`config.mk`:
```
export PLATFORM = sky130hd
export DESIGN_NAME = gpio_blink_monitor
export DESIGN_NICKNAME = d
export VERILOG_FILES = /design/src/rtl/gpio_blink_monitor.sv
export SDC_FILE = /design/constraint.sdc
export NUM_CORES = 1
export LEC_CHECK = 0
export ABC_AREA = 1
export CAP_MARGIN = 20
export CORE_UTILIZATION = 35
export DETAILED_ROUTE_END_ITERATION = 6
export DONT_BUFFER_PORTS = 1
export GPL_ROUTABILITY_DRIVEN = 0
export GPL_TIMING_DRIVEN = 0
export SYNTH_ARGS = -nofsm -noshare
export SYNTH_HDL_FRONTEND = slang
export SYNTH_SLANG_ARGS = --single-unit
```
`constraint.sdc`:
```
create_clock -name clock -period 2.4 [get_ports clock]
set_input_delay 0.72 -clock clock [delete_from_list [all_inputs] [get_ports clock]]
set_output_delay 0.72 -clock clock [all_outputs]
set_load 0.02 [all_outputs]
```
`src/rtl/gpio_blink_monitor.sv`:
```
// gpio_blink_monitor: counts low-high-low blinks on the management gpio pad and keeps a sticky pass/fail verdict.
// Optional checkbits observer is built when GPIO_BLINK_MON_CHECKBITS_EN is defined.
module gpio_blink_monitor #(
    parameter int BLINKS_REQ     = 10,
    parameter int TIMEOUT_CYCLES = 25000,
    parameter int MIN_PULSE      = 2,
    parameter int CNT_W          = 16
) (
    input  logic             clock,
    input  logic             reset,
    input  logic             enable,
    input  logic             gpio_in,
`ifdef GPIO_BLINK_MON_CHECKBITS_EN
    input  logic [15:0]      checkbits,
    output logic [15:0]      checkbits_last,
    output logic [7:0]       checkbits_changes,
`endif
    output logic [7:0]       blink_count,
    output logic [CNT_W-1:0] last_high_width,
    output logic             pass,
    output logic             fail,
    output logic             timeout,
    output logic             short_pulse_err,
    output logic             done
);
    typedef enum logic [2:0] {IDLE, ARM, WAIT_HIGH, IN_HIGH, PASS, FAIL} state_t;
    localparam logic [CNT_W-1:0] TC_LAST  = CNT_W'(TIMEOUT_CYCLES - 1);
    localparam logic [CNT_W-1:0] MIN_W    = CNT_W'(MIN_PULSE);
    localparam logic [7:0]       REQ_LAST = 8'(BLINKS_REQ - 1);
    state_t state;
    logic s1, s2, s3;
    logic [CNT_W-1:0] tcnt, wcnt;
    logic rise, fall, active, wide, final_blink, tc_hit;
    assign rise        = s2 & ~s3;
    assign fall        = ~s2 & s3;
    assign active      = state inside {ARM, WAIT_HIGH, IN_HIGH};
    assign wide        = wcnt >= MIN_W;
    assign final_blink = (state == IN_HIGH) && fall && wide && (blink_count == REQ_LAST);
    assign tc_hit      = active && (tcnt == TC_LAST);
    assign done        = pass | fail;
    // synchronize the pad level and keep one extra stage for edge detection
    always_ff @(posedge clock or posedge reset) begin
        if (reset) begin
            s1 <= 1'b0;
            s2 <= 1'b0;
            s3 <= 1'b0;
        end else begin
            s1 <= gpio_in;
            s2 <= s1;
            s3 <= s2;
        end
    end
    // blink FSM with timeout/width counters and registered verdict outputs
    always_ff @(posedge clock or posedge reset) begin
        if (reset) begin
            state           <= IDLE;
            tcnt            <= '0;
            wcnt            <= '0;
            blink_count     <= '0;
            last_high_width <= '0;
            pass            <= 1'b0;
            fail            <= 1'b0;
            timeout         <= 1'b0;
            short_pulse_err <= 1'b0;
        end else if (!enable) begin
            state           <= IDLE;
            tcnt            <= '0;
            wcnt            <= '0;
            blink_count     <= '0;
            last_high_width <= '0;
            pass            <= 1'b0;
            fail            <= 1'b0;
            timeout         <= 1'b0;
            short_pulse_err <= 1'b0;
        end else begin
            tcnt <= (state == IDLE) ? '0 : active ? tcnt + 1'b1 : tcnt;
            case (state)
                IDLE:      state <= ARM;
                ARM:       if (!s2) state <= WAIT_HIGH;
                WAIT_HIGH: if (rise) begin
                    wcnt  <= CNT_W'(1);
                    state <= IN_HIGH;
                end
                IN_HIGH: begin
                    if (s2 && !(&wcnt)) wcnt <= wcnt + 1'b1;
                    if (fall) begin
                        last_high_width <= wcnt;
                        if (wide) begin
                            blink_count <= blink_count + 1'b1;
                            state       <= final_blink ? PASS : WAIT_HIGH;
                            pass        <= final_blink;
                        end else begin
                            short_pulse_err <= 1'b1;
                            fail            <= 1'b1;
                            state           <= FAIL;
                        end
                    end
                end
                default: ;
            endcase
            // a final valid blink landing on the terminal count wins over the timeout
            if (tc_hit && !final_blink) begin
                timeout <= 1'b1;
                fail    <= 1'b1;
                state   <= FAIL;
            end
        end
    end
`ifdef GPIO_BLINK_MON_CHECKBITS_EN
    logic [15:0] cb1, cb2;
    // synchronize checkbits and count cycles where the synchronized value moves while armed
    always_ff @(posedge clock or posedge reset) begin
        if (reset) begin
            cb1               <= '0;
            cb2               <= '0;
            checkbits_last    <= '0;
            checkbits_changes <= '0;
        end else begin
            cb1               <= checkbits;
            cb2               <= cb1;
            checkbits_last    <= cb2;
            checkbits_changes <= (state == IDLE) ? '0 :
                                 (cb2 != checkbits_last && !(&checkbits_changes)) ? checkbits_changes + 1'b1 :
                                 checkbits_changes;
        end
    end
`endif
endmodule
```
==> flow_metrics.py <==
metrics = {
    "finish": {
        "syn_to_final_growth_pct": 9.66,
        "drive_above_1_share_pct": 8.04,
        "fillers": 1087,
        "layoutNonFillerInstCount": 671,
        "final_nets": 541,
        "utilization_pct": 39.9,
        "diodes": 0,
    },
    "logic_synthesis": {
        "synth-seq-cells": 66,
        "synthMuxAreaShare_pct": 0,
        "syn_area_um2": 3770,
        "synth_area_per_cell_um2": 7.24,
        "synth_compound_area_share_pct": 12.0,
        "yosysWarnings": 0,
        "ys.flop_type": "dfrtp_1",
        "synthXorXnorAreaFrac_pct": 0.464,
        "async_flop_share_pct": 100,
        "syn_nets": 530,
        "seq_area_frac_synth_pct": 43.8,
        "synth_top_family_by_area": "simple AND/OR/NAND/NOR gates",
        "yosys.area_share.simple_pct": 34.0,
        "synthAdderAreaFrac_pct": 1.66,
        "syn_inst": 521,
        "yosysUniqueCellTypes": 36,
        "synth_edf_count": 0,
    },
    "critical_path": {
        "cp.arrival_ns": 2.19,
        "cp_max_fo": 8,
        "critPathRequiredTime_ns": 2.60,
        "start_kind": "flip-flop",
        "critical_path_class": "flip-flop to flip-flop",
        "cp_cell_sequence": "inv_1 > ha_1 > nor2_1 > nand2_1 > nor2_1 > nand2_1 > a31oi_2 > o21ai_0",
        "endpoint_kind": "flip-flop",
        "slowest_stage": "dfrtp_1",
        "critical_path.max_stage_delay_ns": 0.49,
    },
    "floorplanning": {
        "core_um2": 10400,
        "die-width_um": 106,
        "rows": 37,
        "fp.dieArea_um2": 11200,
        "io_pins": 33,
        "die_height_um": 106,
        "start_util_pct": 36.4,
    },
    "route": {
        "first_pass_iters": 5,
        "finalWirelength_um": 9340,
        "avgViaCountPerCell": 5.08,
        "ant_nets": 0,
        "drc": 0,
        "vias": 3409,
        "drt-initial-drc-count": 213,
        "drt-wirelength-per-cell_um": 13.9,
    },
    "placed_design": {
        "place_inst": 657,
        "dp_hpwl_um": 6750,
        "port_buffers": 0,
    },
    "sta": {
        "finalMaxSlewViolations": 0,
        "period_minus_slack_ns": 1.99,
        "rsz0062_at_grt": "no",
        "hold_viol": 0,
        "holdWs_ns": 0.357,
        "clock_skew_ns": 0.00982,
        "fin_tns_setup_ns": 0,
        "finalSetupViolations": 0,
        "max_freq_mhz": 503,
        "period_share_pct": 82.8,
        "tightest_slew_ns": 0.866,
        "slew_headroom_pct": 42.3,
    },
    "global_routing": {
        "grt_usage_pct": 17.9,
        "grt_start_max_net_pins": 67,
        "grt_overflow": 0,
        "grt_pass1_wl_um": 15800,
        "grt_pass1_vias": 3255,
        "antenna_found_initial": 0,
    },
    "clock_network": {
        "clock_path_buffers": 2,
        "cts_buffers": 9,
        "cts_resized": 0,
        "ctsHoldBuffers": 0,
        "worstSkewPairLatency_ns": 0.34,
        "post_cts_buffers": 0,
        "cts-htree-levels": 3,
        "tritoncts": "done",
        "cts_root_buf": "clkbuf_8",
        "cts.sinks": 66,
        "cts.clk_slew.worst_paths_ns": 0.07,
    },
    "power": {
        "ir_worst_vdd_mv": 0.273,
        "power_mw": 2.63,
        "leakagePower_nw": 1.80,
        "p_per_area_nw_per_um2": 637,
    },
    "run": {
        "maxCapViolations": 0,
    },
    "hold_path": {
        "hp-class": "flip-flop to flip-flop",
    },
    "status": {
        "status": "completed",
    },
}
flip-flops by register name (all words and copies together) (netlist names):
| register | cells |
|---|---|
| last_high_width | 16 |
| tcnt | 16 |
| wcnt | 16 |
| blink_count | 8 |
| state | 3 |
| fail | 1 |
| pass | 1 |
| s1 | 1 |
| s2 | 1 |
| s3 | 1 |
| short_pulse_err | 1 |
| timeout | 1 |
kinds of logic after synthesis:
group,Yosys count
xor gates and xnor gates,2
and+or+nand+nor,288
AOI/OAI and AO/OA,83
adders and majority gates,5
DFF,66
buffers and inverters,77
synth_stat cells, types with 2 or more instances:
library cell  count  area [um2]
xor2_1            2        17.5
nor2_4            2        22.5
inv_1            62         233
o21ai_0          41         205
dfrtp_1          66        1650
nor2_1           72         270
or2_2             4        25.0
nand4_1          23         144
clkbuf_1          5        18.8
a21oi_2           2        17.5
nand3_1          45         225
o22ai_1           2        12.5
nor2_2            3        18.8
nand2_1         115         432
buf_2             3        15.0
inv_2             3        11.3
ha_1              5        62.6
buf_1             2        7.51
nor4_1            3        18.8
nor3_1           12        60.1
nand2_2           5        31.3
o21ai_1          11        55.1
a31oi_1           2        12.5
a21oi_1          19        95.1
layer usage:
layer	part of all wire (%)	vias up	GRT usage, %
met5	0	-	0
met4	0.92	0	5.65
met3	5.2	8	3.96
met2	45	93	27.9
met1	48	1569	24.7
li1	-	1739	-
critical path, delay by kind of cell, from the launching register on:
family | cells | cell delay (ns)
adder cells (fa/ha/maj) | 1 | 0.20
AND/OR/NAND/NOR | 4 | 0.51
AO/OA/AOI/OAI | 2 | 0.54
buffers and inverters | 1 | 0.12
flip-flops | 1 | 0.49
placed cells by master, fill, tap and decap left out, drive strengths merged, types with 3 or more instances in the layout:
cell,Yosys,routed
nand2,121,121
nor2,77,77
dfrtp,66,66
inv,65,65
o21ai,53,53
nand3,46,46
nand4,23,23
a21oi,21,21
clkbuf,5,16
nor3,12,12
buf,7,7
ha,5,5
or2,4,4
nor4,3,3
a31oi,3,3
metrics by stage:
step | setup WS (ns) | area, um2
after CTS | 0.444 | 4140
after detailed placement | 0.153 | 3940
after global placement | -0.875 | 3940
after global routing | 0.268 | 4140
final | 0.412 | 4140
after floorplan | 0.0252 | 3770
cell type report:
class                      count  area, um2  area share (%)
clock inverter                 3       40.0           0.968
sequential                    66       1650            39.9
buffer                        12       60.1            1.45
inverter                      65        246            5.96
multi-input combinational    378       1820            43.9
clock buffer                  11        151            3.66
tap                          136        170            4.11
where the power goes:
group	total, mW	internal, mW	switching [mW]
sequential	1.24	1.16	0.0808
combinational	0.462	0.133	0.329
clock	0.932	0.521	0.411
final timing paths:
path / from / depth (start not counted) / endpoint / slack [ns]
hold / removal: s1 / 0 / s2 / 0.36
max in group asynchronous: reset / 1 / wcnt[7] / 1.40
hold reg to reg: s1 / 0 / s2 / 0.36
setup / recovery: wcnt[0] / 8 / blink_count[7] / 0.41
min in group asynchronous: reset / 1 / last_high_width[11] / 0.41
setup reg to reg: wcnt[0] / 8 / blink_count[7] / 0.41
(Power assumes the default switching activity.)
